==> src/rtl/parking_pkg.sv <==
// parking_pkg: shared state type, default ID width and free-slot search for parking_gate_ctrl.
package parking_pkg;
    localparam int DEF_ID_W = 4;
    localparam int DEF_SLOTS = 2 ** DEF_ID_W;

    typedef enum logic [2:0] {
        IDLE        = 3'd0,
        ENTRY_PULSE = 3'd1,
        ENTRY_GATE  = 3'd2,
        EXIT_PULSE  = 3'd3,
        EXIT_GATE   = 3'd4,
        REJECT      = 3'd5
    } gate_state_t;

    function automatic logic [DEF_ID_W-1:0] find_first_free(input logic [DEF_SLOTS-1:0] slots);
        logic [DEF_ID_W-1:0] idx;
        idx = '0;
        for (int i = DEF_SLOTS - 1; i >= 0; i--)
            if (!slots[i]) idx = DEF_ID_W'(i);
        return idx;
    endfunction
endpackage

==> src/rtl/sensor_debounce.sv <==
// sensor_debounce: synchroniser, event qualifier and re-arm for one gate sensor.
// PARK_DEBOUNCE_EN selects the consecutive-high counter; otherwise the first synced-high clock qualifies.
module sensor_debounce #(
    parameter int SYNC_STAGES     = 2,
    parameter int DEBOUNCE_CYCLES = 4
) (
    input  logic clk,
    input  logic reset,
    input  logic sensor,
    output logic pulse
);
    logic [SYNC_STAGES-1:0] sync;
    logic level;
    assign level = sync[SYNC_STAGES-1];
    // Resetting high means a sensor held across reset must drop before it can fire again
    always_ff @(posedge clk or negedge reset)
        if (!reset) sync <= '1;
        else sync <= {sync[SYNC_STAGES-2:0], sensor};
`ifdef PARK_DEBOUNCE_EN
    localparam int CW = $clog2(DEBOUNCE_CYCLES + 1);
    logic [CW-1:0] cnt;
    logic armed;
    assign pulse = armed && level && cnt == CW'(DEBOUNCE_CYCLES - 1);
    always_ff @(posedge clk or negedge reset)
        if (!reset) begin
            cnt <= '0;
            armed <= 1'b0;
        end else begin
            cnt <= !level ? '0 : (cnt == CW'(DEBOUNCE_CYCLES - 1) ? cnt : cnt + 1'b1);
            armed <= !level || (armed && !pulse);
        end
`else
    assign pulse = sync[SYNC_STAGES-2] && !level;
`endif
endmodule

==> src/rtl/parking_gate_ctrl.sv <==
// parking_gate_ctrl: debounced gate sensors to serialised entry/exit events with ID allocation and gate timing.
// Build with PARK_DEBOUNCE_EN to require DEBOUNCE_CYCLES consecutive high clocks per sensor event.
module parking_gate_ctrl
    import parking_pkg::*;
#(
    parameter int ID_W            = DEF_ID_W,
    parameter int SYNC_STAGES     = 2,
    parameter int DEBOUNCE_CYCLES = 4,
    parameter int GATE_CYCLES     = 8
) (
    input  logic            clk,
    input  logic            reset,
    input  logic            entry_sensor,
    input  logic            exit_sensor,
    input  logic [ID_W-1:0] exit_car_id,
    output logic            entry,
    output logic            exit,
    output logic [ID_W-1:0] car_id,
    output logic            gate_in_open,
    output logic            gate_out_open,
    output logic            entry_reject,
    output logic            exit_reject,
    output logic [ID_W:0]   occupancy,
    output logic            full
);
    localparam int SLOTS = 2 ** ID_W;
    localparam int TW = $clog2(GATE_CYCLES + 1);

    logic entry_ev, exit_ev, entry_pend, exit_pend;
    logic [SLOTS-1:0] slots;
    logic [ID_W-1:0] free_id;
    logic [TW-1:0] timer;
    gate_state_t state;

    sensor_debounce #(.SYNC_STAGES(SYNC_STAGES), .DEBOUNCE_CYCLES(DEBOUNCE_CYCLES)) u_entry_db (
        .clk(clk), .reset(reset), .sensor(entry_sensor), .pulse(entry_ev)
    );
    sensor_debounce #(.SYNC_STAGES(SYNC_STAGES), .DEBOUNCE_CYCLES(DEBOUNCE_CYCLES)) u_exit_db (
        .clk(clk), .reset(reset), .sensor(exit_sensor), .pulse(exit_ev)
    );

    assign free_id = ID_W'(find_first_free(DEF_SLOTS'(slots)));
    assign full = occupancy == (ID_W + 1)'(SLOTS);

    always_ff @(posedge clk or negedge reset)
        if (!reset) begin
            state <= IDLE;
            {entry, exit, entry_reject, exit_reject, gate_in_open, gate_out_open} <= '0;
            {entry_pend, exit_pend} <= '0;
            car_id <= '0;
            occupancy <= '0;
            slots <= '0;
            timer <= '0;
        end else begin
            {entry, exit, entry_reject, exit_reject} <= '0;
            entry_pend <= entry_pend || entry_ev;
            exit_pend <= exit_pend || exit_ev;
            case (state)
                IDLE:
                    if (exit_pend) begin
                        state <= EXIT_PULSE;
                        exit_pend <= exit_ev;
                    end else if (entry_pend) begin
                        state <= ENTRY_PULSE;
                        entry_pend <= entry_ev;
                    end
                ENTRY_PULSE:
                    if (full) begin
                        entry_reject <= 1'b1;
                        state <= REJECT;
                    end else begin
                        entry <= 1'b1;
                        car_id <= free_id;
                        slots[free_id] <= 1'b1;
                        occupancy <= occupancy + 1'b1;
                        gate_in_open <= 1'b1;
                        timer <= TW'(GATE_CYCLES - 1);
                        state <= ENTRY_GATE;
                    end
                EXIT_PULSE:
                    if (slots[exit_car_id]) begin
                        exit <= 1'b1;
                        car_id <= exit_car_id;
                        slots[exit_car_id] <= 1'b0;
                        occupancy <= occupancy == '0 ? occupancy : occupancy - 1'b1;
                        gate_out_open <= 1'b1;
                        timer <= TW'(GATE_CYCLES - 1);
                        state <= EXIT_GATE;
                    end else begin
                        exit_reject <= 1'b1;
                        state <= REJECT;
                    end
                ENTRY_GATE, EXIT_GATE:
                    if (timer == '0) begin
                        gate_in_open <= 1'b0;
                        gate_out_open <= 1'b0;
                        state <= IDLE;
                    end else timer <= timer - 1'b1;
                default: state <= IDLE;
            endcase
        end
endmodule
==> config.mk <==
export PLATFORM = sky130hd
export DESIGN_NAME = parking_gate_ctrl
export DESIGN_NICKNAME = d
export VERILOG_FILES = /design/src/rtl/parking_pkg.sv /design/src/rtl/sensor_debounce.sv /design/src/rtl/parking_gate_ctrl.sv
export SDC_FILE = /design/constraint.sdc
export NUM_CORES = 1
export LEC_CHECK = 0
export BUFFER_PORTS_ARGS = -buffer_cell sky130_fd_sc_hd__clkbuf_2
export CELL_PAD_IN_SITES_DETAIL_PLACEMENT = 0
export CELL_PAD_IN_SITES_GLOBAL_PLACEMENT = 1
export CORE_ASPECT_RATIO = 0.6
export CORE_UTILIZATION = 24
export CTS_CLUSTER_SIZE = 40
export DETAILED_ROUTE_END_ITERATION = 12
export PLACE_DENSITY = 0.49
export SYNTH_ARGS = -nofsm -noshare
export SYNTH_HDL_FRONTEND = slang
export SYNTH_SLANG_ARGS = --single-unit
export TNS_END_PERCENT = 100
==> constraint.sdc <==
create_clock -name clk -period 2.4 [get_ports clk]
set_input_delay 0.36 -clock clk [delete_from_list [all_inputs] [get_ports clk]]
set_output_delay 0.36 -clock clk [all_outputs]
set_load 0.005 [all_outputs]
# Word level (Yosys, flattened, before mapping)
# Index checks and enable logic that the tools add are counted.
[op_classes]
n_mux = 60
n_addsub = 3
n_bitwise = 3
eq_ne = 11
n_reduce_logical = 22
magnitude_cmp = 4
[op_table]
columns = ["op", "count"]
rows = [
  ["$mux 4", 21],
  ["$mux 16", 2],
  ["$pmux 16 s2", 1],
  ["$mux 1", 20],
  ["$and 16x16->16", 1],
  ["$not 16->16", 1],
  ["$or 16x16->16", 1],
  ["$mux 5", 3],
  ["$mux 3", 4],
  ["$pmux 3 s4", 1],
  ["$pmux 4 s3", 1],
  ["$lt 4x5->1 const B", 2],
  ["$ne 2x2->1 const B", 5],
  ["$pmux 5 s2", 1],
  ["$reduce_and 3->1", 3],
  ["$demux 1 s4", 2],
  ["$ge 4x1->1 const B", 2],
  ["$pmux 4 s2", 1],
  ["$reduce_and 4->1", 2],
  ["$eq 3x2->1 const B", 2],
  ["$reduce_bool 2->1", 3],
  ["$add 5x1->5 const B", 1],
  ["$eq 5x5->1 const B", 1],
  ["$logic_not 5->1", 1],
  ["15 further kinds", 21],
]
[word_totals]
register_bits = 44
inputBits = 8
output_inout_bits = 16

# Logic depth before layout (Yosys ltp)
# Gate-level depths: netlist of the first run.
[depth]
word_depth = 23
depth_mapped = 9

# Modules after synthesis
# Synthesis of the first run repeated with hierarchy kept, for this count alone.
[unflattened]
hier_cells = 264
hier_area_um2 = 2548.7
[modules_own_cells]
columns = ["mod", "cells_per_inst", "seq_area_each_um2", "area_per_inst_um2", "instances"]
rows = [
  ["parking_gate_ctrl", 258, 1001.0, 2416.1, 1],
  ["sensor_debounce", 3, 52.6, 66.3, 2],
]

# Least setup slack after synthesis of the first run
# Ideal clock, no wire load.
[synth_path]
path_kind = "register to register"
start = "register state[2]"
end = "register occupancy[4]"
slack_ns = 0.138
t_required_ns = 2.321
setup_time_ns = 0.079
stages_incl_launch_ff = 10
t_arrival_ns = 2.183
synth_period_minus_slack_ns = 2.262
cell_sequence = "dfrtp_1 -> clkbuf_1 -> nand3b_1 -> inv_1 -> ha_1 -> nor2b_1 -> o21a_1 -> o21a_1 -> o21ai_0 -> a2bb2oi_1"
[synth_via]
elab_chain_len = 3
elab_cells_between_ends = 8
classes_between = "eq/ne (5); mux (1); reduce/logical (2)"
[synth_lines]
columns = ["item", "line_no", "rtl"]
rows = [
  ["start, declared", "parking_gate_ctrl.sv:33", "gate_state_t state;"],
  ["start signal, assigned", "parking_gate_ctrl.sv:47", "state <= IDLE;"],
  ["start signal, assigned", "parking_gate_ctrl.sv:61", "state <= EXIT_PULSE;"],
  ["start signal, assigned", "parking_gate_ctrl.sv:64", "state <= ENTRY_PULSE;"],
  ["$eq 3x2->1 / $eq 3x1->1 (equally long branches)", "parking_gate_ctrl.sv:58", "case (state)"],
  ["$ne 2x2->1 (no source line) / $reduce_bool 2->1 (equally long branches)", "-", ""],
  ["$reduce_and 4->1 (no source line)", "-", ""],
  ["end signal, assigned", "parking_gate_ctrl.sv:75", "occupancy <= occupancy + 1'b1;"],
  ["end signal, assigned", "parking_gate_ctrl.sv:85", "occupancy <= occupancy == '0 ? occupancy : occupancy - 1'b1;"],
  ["end, declared", "parking_gate_ctrl.sv:23", "output logic [ID_W:0] occupancy,"],
]
# Several ways; a longest one is shown, not always the timed one.
# A chain may end at the register's enable or synchronous reset.

# Final worst setup path of the first run
[layout_path]
start = "register slots[9]"
end = "register occupancy[3]"
[layout_via]
elab_chain_len = 4
[layout_lines]
columns = ["item", "line_no", "rtl"]
rows = [
  ["start, declared", "parking_gate_ctrl.sv:30", "logic [SLOTS-1:0] slots;"],
  ["start signal, assigned", "parking_gate_ctrl.sv:52", "slots <= '0;"],
  ["start signal, assigned by index", "parking_gate_ctrl.sv:74", "slots[free_id] <= 1'b1;"],
  ["start signal, assigned by index", "parking_gate_ctrl.sv:84", "slots[exit_car_id] <= 1'b0;"],
  ["$bmux 1 s4", "parking_gate_ctrl.sv:81", "if (slots[exit_car_id]) begin"],
  ["$mux 1 (not written as such)", "parking_gate_ctrl.sv:81", ""],
  ["$ne 2x2->1 (no source line)", "-", ""],
  ["$reduce_and 4->1 (no source line)", "-", ""],
]
# Every way passes these cells. The select of a mux whose other input is x is not followed.

==> impl_metrics.env, run 1 <==
export IMPL_status="complete, no violations"
export IMPL_synth_net_count=254
export IMPL_crit_fanout=6
export IMPL_slew_headroom=0.535
export IMPL_crit_arrival_ps=2440
export IMPL_syn_inst=240
export IMPL_drc=0
export IMPL_die_area_um2=10600
export IMPL_postRouteAntennaNets=0
export IMPL_placed_cell_area_um2=2900
export IMPL_cts_sinks=44
export IMPL_numCtsBuffers=5
export IMPL_grt_first_pass_wirelength_um=11600
export IMPL_synth_top_area_share=0.410
export IMPL_synth_top_cell_by_area="dfrtp_1"
export IMPL_path_clk_slew_ps=70
export IMPL_whs_ps=150
export IMPL_tns_ps=0
export IMPL_critPathRequiredTime_ps=2570
export IMPL_setup_violations=0
export IMPL_yosys_warnings=0
export IMPL_cts_resized=0
export IMPL_track_usage=0.147
export IMPL_power_density_nw_per_um2=1390
export IMPL_hold_violations=0
export IMPL_drt_iter0_drc=145
export IMPL_ys_async_sr_fraction=1.00
export IMPL_fin_skew_ps=6.73
export IMPL_die_w_um=132
export IMPL_dp_hpwl_um=5430
export IMPL_synth_area_per_cell_um2=10.2
export IMPL_die_y_um=80.1
export IMPL_rsz0062_at_grt="no"
export IMPL_postCtsHoldBufs=0
export IMPL_synth_edf_count=0
export IMPL_power_leakage_nw=1.34
export IMPL_io_pin_count=24
export IMPL_cts_tree="built"
export IMPL_clockBufferDepth=2
export IMPL_gp_congestion=0.857
export IMPL_multi_input_area_um2=1210
export IMPL_grt_start_max_net_pins=45
export IMPL_fin_ws_ps=135
export IMPL_core_rowCount=28
export IMPL_crit_path_end_kind="register"
export IMPL_core_um2=9880
export IMPL_ys_seq_area_frac=0.453
export IMPL_hp_class="input pin to register"
export IMPL_vias=2074
export IMPL_pre_cts_ws_ps=26.4
export IMPL_clock_root_buffer="clkbuf_16"
export IMPL_gr_total_overflow=0
export IMPL_fillCellCount=1045
export IMPL_h_tree_depth=2
export IMPL_syn_area_um2=2440
export IMPL_routedWlPerCell_um=17.1
export IMPL_drv_slew=0
export IMPL_antenna_diode_count=0
export IMPL_critPathKind="register to register"
export IMPL_cp_start_kind="register"
export IMPL_drive_above_1_share=0.276
export IMPL_period_minus_slack_ps=2260
export IMPL_routed_wirelength_um=7270
export IMPL_ir_drop_uv=366
export IMPL_synth_top_cells_by_area="dfrtp_1 (41%), o31ai_1 (7.4%), mux4_2 (6.5%)"
export IMPL_viasPerCell=4.88
export IMPL_fin_cells=425
export IMPL_fin_util=0.308
export IMPL_drv_cap=0
export IMPL_dp_cells=417
export IMPL_ys_types=48
export IMPL_io_buffers=23
export IMPL_max_freq_mhz=442
export IMPL_worstMarginPinSlew_ps=693
export IMPL_antenna_found_initial=0
export IMPL_post_cts_setup_buffers=0
export IMPL_final_cell_area_um2=3040
export IMPL_start_util=0.247
export IMPL_ys_ff_latch=44
export IMPL_clock_latency_ps=290
export IMPL_power_mw=4.22
export IMPL_synth_ff_type="dfrtp_1"
export IMPL_min_period_over_period=0.944
export IMPL_area_delta_synth_final_pct=24.5
export IMPL_grt_pass1_vias=2001
export IMPL_register_area_um2=1110
export IMPL_drt_first_pass_iters=4
export IMPL_nets=303
-- layer usage --
| layer | up-vias | GRT usage | part of all wire |
|---|---|---|---|
| li1 | 989 | - | - |
| met2 | 75 | 0.183 | 0.37 |
| met5 | - | 0 | 0 |
| met1 | 1002 | 0.229 | 0.54 |
| met3 | 8 | 0.0499 | 0.086 |
| met4 | 0 | 0.0356 | 0.0096 |
-- registers in the layout, summed over array words and instances, names as in the netlist --
register	cells
occupancy	5
u_exit_db.sync	2
state	3
timer	4
exit_pend	1
u_entry_db.sync	2
slots	16
car_id	4
entry_reject	1
gate_out_open	1
exit	1
entry_pend	1
entry	1
gate_in_open	1
exit_reject	1
-- cells in the mapped netlist (3+ instances only) --
| master | number |
|---|---|
| a21o_1 | 3 |
| a21oi_1 | 10 |
| a31oi_1 | 4 |
| buf_1 | 3 |
| clkbuf_1 | 3 |
| dfrtp_1 | 40 |
| dfstp_2 | 4 |
| ha_1 | 5 |
| inv_1 | 21 |
| mux2i_1 | 3 |
| mux4_2 | 7 |
| nand2_1 | 18 |
| nand3_1 | 3 |
| nand4_1 | 6 |
| nor2_1 | 15 |
| nor3_1 | 10 |
| o21a_1 | 3 |
| o21ai_0 | 13 |
| o21ai_1 | 3 |
| o31ai_1 | 24 |
| xnor2_1 | 4 |
-- where the power goes --
part	switching [mW]	leakage [nW]	internal, mW
Clock	0.301	0.0669	0.385
Sequential	0.258	0.483	1.02
Combinational	1.29	0.791	0.969
Total	1.85	1.34	2.38
-- critical path, stage by stage, from the launching register on --
cell	delay [ps]
dfrtp_1	460
mux4_2	510
mux4_2	540
a21oi_4	190
a31o_4	150
mux2_4	300
-- final timing paths --
kind / endpoint / cells after the start / startpoint / slack [ps]
max in group asynchronous: occupancy[3] / 2 / reset / 1830
worst max-delay path: occupancy[3] / 5 / slots[9] / 140
min in group asynchronous: entry_reject / 2 / reset / 170
worst max register to register: occupancy[3] / 5 / slots[9] / 140
worst min register to register: u_exit_db.sync[1] / 0 / u_exit_db.sync[0] / 370
worst min-delay path: u_exit_db.sync[0] / 1 / exit_sensor / 150
-- area by class of cell --
type / count / area share
Timing Repair Buffer: 52 / 0.109
Clock buffer: 6 / 0.0424
Tap cell: 135 / 0.0555
Inverter: 22 / 0.0271
Sequential cell: 44 / 0.364
Clock inverter: 2 / 0.00411
Multi-Input combinational cell: 164 / 0.398
-- kinds of logic (layout without fill, tap and decap cells) --
logic type,count (synthesis),count (layout),synth area share
simple gates,64,64,0.128
mux,13,13,0.0938
flops,44,44,0.453
compound gates,75,75,0.216
xor+xnor,6,6,0.0215
buf+inv,32,82,0.0538
fa+ha+maj,6,6,0.0338
-- layout by cell type, fill, tap and decap left out, types with 4 or more instances in the layout --
| cell | instances |
|---|---|
| clkbuf_16 | 5 |
| nor2_1 | 15 |
| buf_4 | 29 |
| o31ai_1 | 24 |
| nand4_1 | 6 |
| mux4_2 | 7 |
| nor3_1 | 10 |
| xnor2_1 | 4 |
| nand2_1 | 18 |
| inv_1 | 21 |
| ha_1 | 5 |
| dfrtp_1 | 40 |
| clkbuf_2 | 23 |
| a21oi_1 | 10 |
| o21ai_0 | 13 |
| a31oi_1 | 4 |
| dfstp_2 | 4 |
Note: power is estimated with default switching activity, not from simulation.
==> inputs of run 2 (changes only) <==
- ABC_AREA: default -> 1
- PLACE_DENSITY: 0.49 -> 0.52
==> impl_metrics.env, run 2 <==
export IMPL_status="complete, no violations"
export IMPL_hp_class="input pin to asynchronous set/reset pin"
export IMPL_crit_path_end_kind="register"
export IMPL_synth_net_count=340
export IMPL_core_rowCount=28
export IMPL_period_minus_slack_ps=2080
export IMPL_critPathKind="register to register"
export IMPL_grt_use_met3=0.0331
export IMPL_power_mw=3.45
export IMPL_antenna_found_initial=0
export IMPL_start_util=0.250
export IMPL_numCtsBuffers=5
export IMPL_final_cell_mix="nand2_1 (102), inv_1 (41), dfrtp_1 (40)"
export IMPL_routed_wirelength_um=7180
export IMPL_ys_ff_latch=44
export IMPL_top_regs="slots (16), occupancy (5)"
export IMPL_worstPathCellList="nor2_2, inv_1, nor2_2, inv_1, fa_1, o21ai_0, xnor2_1, nor3_4, xor2_1"
export IMPL_synth_edf_count=0
export IMPL_grt_use_met1=0.249
export IMPL_clock_latency_ps=290
export IMPL_power_leakage_nw=1.56
export IMPL_die_area_um2=10800
export IMPL_core_um2=9980
export IMPL_grt_busiest_layer="met1"
export IMPL_synth_area_per_cell_um2=7.66
export IMPL_dp_cells=494
export IMPL_clockBufferDepth=2
export IMPL_tns_ps=0
export IMPL_layout_commonest_cell="nand2_1"
export IMPL_ff2ff_setup_slack_ps=320
export IMPL_synth_ff_type="dfrtp_1"
export IMPL_grt_pass1_vias=2119
export IMPL_postRouteAntennaNets=0
export IMPL_fin_cells=502
export IMPL_grt_first_pass_wirelength_um=11900
export IMPL_drive_above_1_share=0.185
export IMPL_nets=380
export IMPL_ys_seq_area_frac=0.443
export IMPL_die_w_um=134
export IMPL_cts_tree="built"
export IMPL_critPathRequiredTime_ps=2580
export IMPL_regMostFlops="slots"
export IMPL_max_freq_mhz=481
export IMPL_fillCellCount=1095
export IMPL_track_usage=0.149
export IMPL_setup_violations=0
export IMPL_grt_start_max_net_pins=24
export IMPL_vias=2239
export IMPL_path_buf_inv=2
export IMPL_viasPerCell=4.46
export IMPL_min_period_over_period=0.866
export IMPL_routedWlPerCell_um=14.3
export IMPL_clock_root_buffer="clkbuf_16"
export IMPL_dp_hpwl_um=5740
export IMPL_syn_inst=326
export IMPL_cp_start_kind="register"
export IMPL_timing_rr_start="state[2]"
export IMPL_crit_path_max_incr_delay_ps=420
export IMPL_use_met2=0.175
export IMPL_synth_top_cells_by_area="dfrtp_1 (40%), nand2_1 (15%), nand3_1 (6.6%)"
export IMPL_crit_fanout=4
export IMPL_drt_first_pass_iters=5
export IMPL_rsz0062_at_grt="no"
export IMPL_synth_top_cell_by_area="dfrtp_1"
export IMPL_worstMarginPinSlew_ps=621
export IMPL_cp_slowest_cell="dfrtp_1"
export IMPL_crit_arrival_ps=2260
export IMPL_drc=0
export IMPL_antenna_diode_count=0
export IMPL_area_delta_synth_final_pct=21.7
export IMPL_multi_input_area_um2=1180
export IMPL_ys_types=33
export IMPL_syn_area_um2=2500
export IMPL_reg2reg_to="occupancy[4]"
export IMPL_pre_cts_ws_ps=153
export IMPL_cp_depth=9
export IMPL_h_tree_depth=2
export IMPL_slew_headroom=0.586
export IMPL_register_area_um2=1110
export IMPL_hold_violations=0
export IMPL_gp_congestion=0.813
export IMPL_gr_total_overflow=0
export IMPL_synth_top_area_share=0.401
export IMPL_placed_cell_area_um2=2870
export IMPL_fin_util=0.304
export IMPL_post_cts_setup_buffers=0
export IMPL_drt_iter0_drc=238
export IMPL_path_clk_slew_ps=70
export IMPL_cts_resized=0
export IMPL_ys_async_sr_fraction=1.00
export IMPL_synth_most_common_cell="nand2_1"
export IMPL_yosys_warnings=0
export IMPL_io_pin_count=24
export IMPL_drv_slew=0
export IMPL_final_cell_area_um2=3040
export IMPL_ir_drop_uv=359
export IMPL_whs_ps=68.9
export IMPL_critPathLaunch="state[2]"
export IMPL_cts_sinks=44
export IMPL_largest_reg_flops=16
export IMPL_cp_top_family="flip-flops"
export IMPL_r2r_worst_path_cells=9
export IMPL_power_density_nw_per_um2=1140
export IMPL_fin_ws_ps=323
export IMPL_synthTopCellsByCount="nand2_1 (102), inv_1 (41), dfrtp_1 (40)"
export IMPL_drv_cap=0
export IMPL_postCtsHoldBufs=0
export IMPL_endpoint="occupancy[4]"
export IMPL_die_y_um=81.0
export IMPL_fin_skew_ps=5.10
export IMPL_io_buffers=23
[run 2: cell count changes after synthesis, sizes merged, moves of 7 or more]
cell / before / now
mux4: 7 / 0
nand3: 3 / 33
nor2: 15 / 29
inv: 22 / 46
o31ai: 24 / 0
nand2: 18 / 106
[run 2: worst min path at each step]
stage                                     to  slack (ps)  depth (start not counted)               start
after floorplan                    car_id[0]          60                          0               reset
after global placement    u_entry_db.sync[1]         360                          0  u_entry_db.sync[0]
after detailed placement  u_entry_db.sync[1]         360                          0  u_entry_db.sync[0]
after CTS                              entry         100                          1               reset
after global routing                   entry         110                          1               reset
final                                  entry          70                          1               reset
[run 2: per-layer routing]
metal / up-vias / wire length [um]
li1: 1137 / -
met1: 1025 / 4160
met2: 71 / 2390
met3: 6 / 547
met4: 0 / 80
met5: - / 0
[run 2: area by class of cell]
class | count | area share
multi-input combinational | 232 | 0.389
sequential | 44 | 0.364
timing repair buffer | 37 | 0.0766
inverter | 46 | 0.0585
tap | 135 | 0.0556
clock buffer | 5 | 0.0412
clock inverter | 3 | 0.0152
[run 2: cell families (layout without fill, tap and decap cells)]
| family | count (synthesis) | after routing | share of synthesized area |
|---|---|---|---|
| buffers and inverters | 50 | 91 | 0.0837 |
| adders and majority gates | 6 | 6 | 0.0331 |
| AOI/OAI and AO/OA | 38 | 38 | 0.0862 |
| DFF | 44 | 44 | 0.443 |
| and+or+nand+nor | 183 | 183 | 0.336 |
| xor gates and xnor gates | 5 | 5 | 0.0175 |
[run 2: power by group]
part	internal [mW]	switching [mW]	total [mW]
sequential	0.970	0.208	1.18
combinational	0.510	0.954	1.46
clock	0.495	0.314	0.809
total	1.97	1.48	3.45
==> inputs of run 3 (changes only) <==
- PLACE_DENSITY: 0.52 -> 0.55
- clock period: 2.4 -> 2.5 ns (I/O delays scaled with it)
==> impl_metrics.env, run 3 (synthesis results as in run 2) <==
export IMPL_fin_util=0.302
export IMPL_worstMarginPinSlew_ps=637
export IMPL_largest_reg_flops=16
export IMPL_dp_hpwl_um=5670
export IMPL_routedWlPerCell_um=14.4
export IMPL_power_density_nw_per_um2=1090
export IMPL_max_freq_mhz=461
export IMPL_setup_violations=0
export IMPL_clockBufferDepth=2
export IMPL_antenna_found_initial=0
export IMPL_crit_arrival_ps=2340
export IMPL_final_cell_area_um2=3010
export IMPL_top_regs="slots (16), occupancy (5)"
export IMPL_crit_fanout=5
export IMPL_die_w_um=134
export IMPL_power_leakage_nw=1.54
export IMPL_dp_cells=491
export IMPL_viasPerCell=4.47
export IMPL_path_clk_slew_ps=60
export IMPL_grt_pass1_vias=2128
export IMPL_layout_commonest_cell="nand2_1"
export IMPL_cts_tree="built"
export IMPL_slew_headroom=0.575
export IMPL_routed_wirelength_um=7180
export IMPL_io_pin_count=24
export IMPL_cts_sinks=44
export IMPL_postCtsHoldBufs=0
export IMPL_vias=2231
export IMPL_core_rowCount=28
export IMPL_area_delta_synth_final_pct=20.7
export IMPL_postRouteAntennaNets=0
export IMPL_numCtsBuffers=5
export IMPL_drv_slew=0
export IMPL_grt_start_max_net_pins=24
export IMPL_critPathRequiredTime_ps=2670
export IMPL_die_y_um=81.0
export IMPL_clock_root_buffer="clkbuf_16"
export IMPL_antenna_diode_count=0
export IMPL_clock_latency_ps=290
export IMPL_drive_above_1_share=0.179
export IMPL_start_util=0.250
export IMPL_post_cts_setup_buffers=0
export IMPL_tns_ps=0
export IMPL_ir_drop_uv=315
export IMPL_cts_resized=0
export IMPL_io_buffers=23
export IMPL_grt_first_pass_wirelength_um=12000
export IMPL_nets=377
export IMPL_die_area_um2=10800
export IMPL_whs_ps=95.6
export IMPL_fin_cells=499
export IMPL_min_period_over_period=0.867
export IMPL_regMostFlops="slots"
export IMPL_drc=0
export IMPL_gr_total_overflow=0
export IMPL_drv_cap=0
export IMPL_cp_start_kind="register"
export IMPL_core_um2=9980
export IMPL_critPathKind="register to register"
export IMPL_hp_class="input pin to asynchronous set/reset pin"
export IMPL_final_cell_mix="nand2_1 (102), inv_1 (41), dfrtp_1 (40)"
export IMPL_drt_first_pass_iters=5
export IMPL_rsz0062_at_grt="no"
export IMPL_drt_iter0_drc=165
export IMPL_hold_violations=0
export IMPL_placed_cell_area_um2=2840
export IMPL_fin_skew_ps=6.48
export IMPL_status="complete, no violations"
export IMPL_period_minus_slack_ps=2170
export IMPL_crit_path_end_kind="register"
export IMPL_h_tree_depth=2
export IMPL_track_usage=0.150
export IMPL_gp_congestion=0.841
-- run 3: cell types whose count changed in the layout (fill, tap and decap cells not counted) --
| cell | change |
|---|---|
| inv_6 | -1 |
| buf_4 | -3 |
| clkinv_2 | +1 |
-- run 3: cell type report --
cell class              instances  area [um2]
clock buffers                   5         125
clock inverters                 3        42.5
fillers                      1105        6970
inverters                      46         178
multi-input cells             232        1180
flip-flops and latches         44        1110
well taps                     135         169
repair buffers                 34         210
-- run 3: per-stage QoR --
step / total power, mW / setup slack (ps)
6_report: 3.27 / 331
5_1_grt: 3.58 / 68.6
4_1_cts: 3.29 / 317
3_5_place_dp: 2.52 / 157
3_3_place_gp: 2.56 / 145
2_1_floorplan: 2.03 / 130
-- run 3: path summary, 6_finish.rpt --
| path | from | end | slack [ps] | cells past startpoint |
|---|---|---|---|---|
| min in group clk | entry_sensor | u_entry_db.sync[0] | 160 | 1 |
| min | reset | slots[12] | 100 | 1 |
| min reg2reg | u_exit_db.sync[0] | u_exit_db.sync[1] | 360 | 0 |
| max | slots[15] | slots[4] | 330 | 18 |
| max in group asynchronous | reset | u_entry_db.sync[1] | 1770 | 2 |
| max reg2reg | slots[15] | slots[4] | 330 | 18 |
-- run 3: worst max-delay path, stage by stage (launching register included) --
cell	delay, ps
dfrtp_1	410
inv_1	100
nand2_1	50
nand2_1	60
nand2_1	80
nand2_1	70
nand2_1	50
nand2_1	50
nand2_1	50
nand2_1	60
nand2_1	50
nand2_1	60
nand2_1	50
nand2_1	80
nand2_1	140
nand2_1	260
nand2_1	230
nand3_1	140
nand2_1	60
-- run 3: metal layers --
metal | global-route usage | routed length (um) | up-vias
met2 | 0.180 | 2400 | 71
met3 | 0.0443 | 618 | 7
met5 | 0 | 0 | -
met1 | 0.240 | 4080 | 1027
met4 | 0.0420 | 70 | 0
li1 | - | - | 1126
-- run 3: power by group --
part	switching (mW)	leakage (nW)	internal, mW
combinational	0.914	0.929	0.469
sequential	0.201	0.534	0.931
clock	0.283	0.0798	0.470
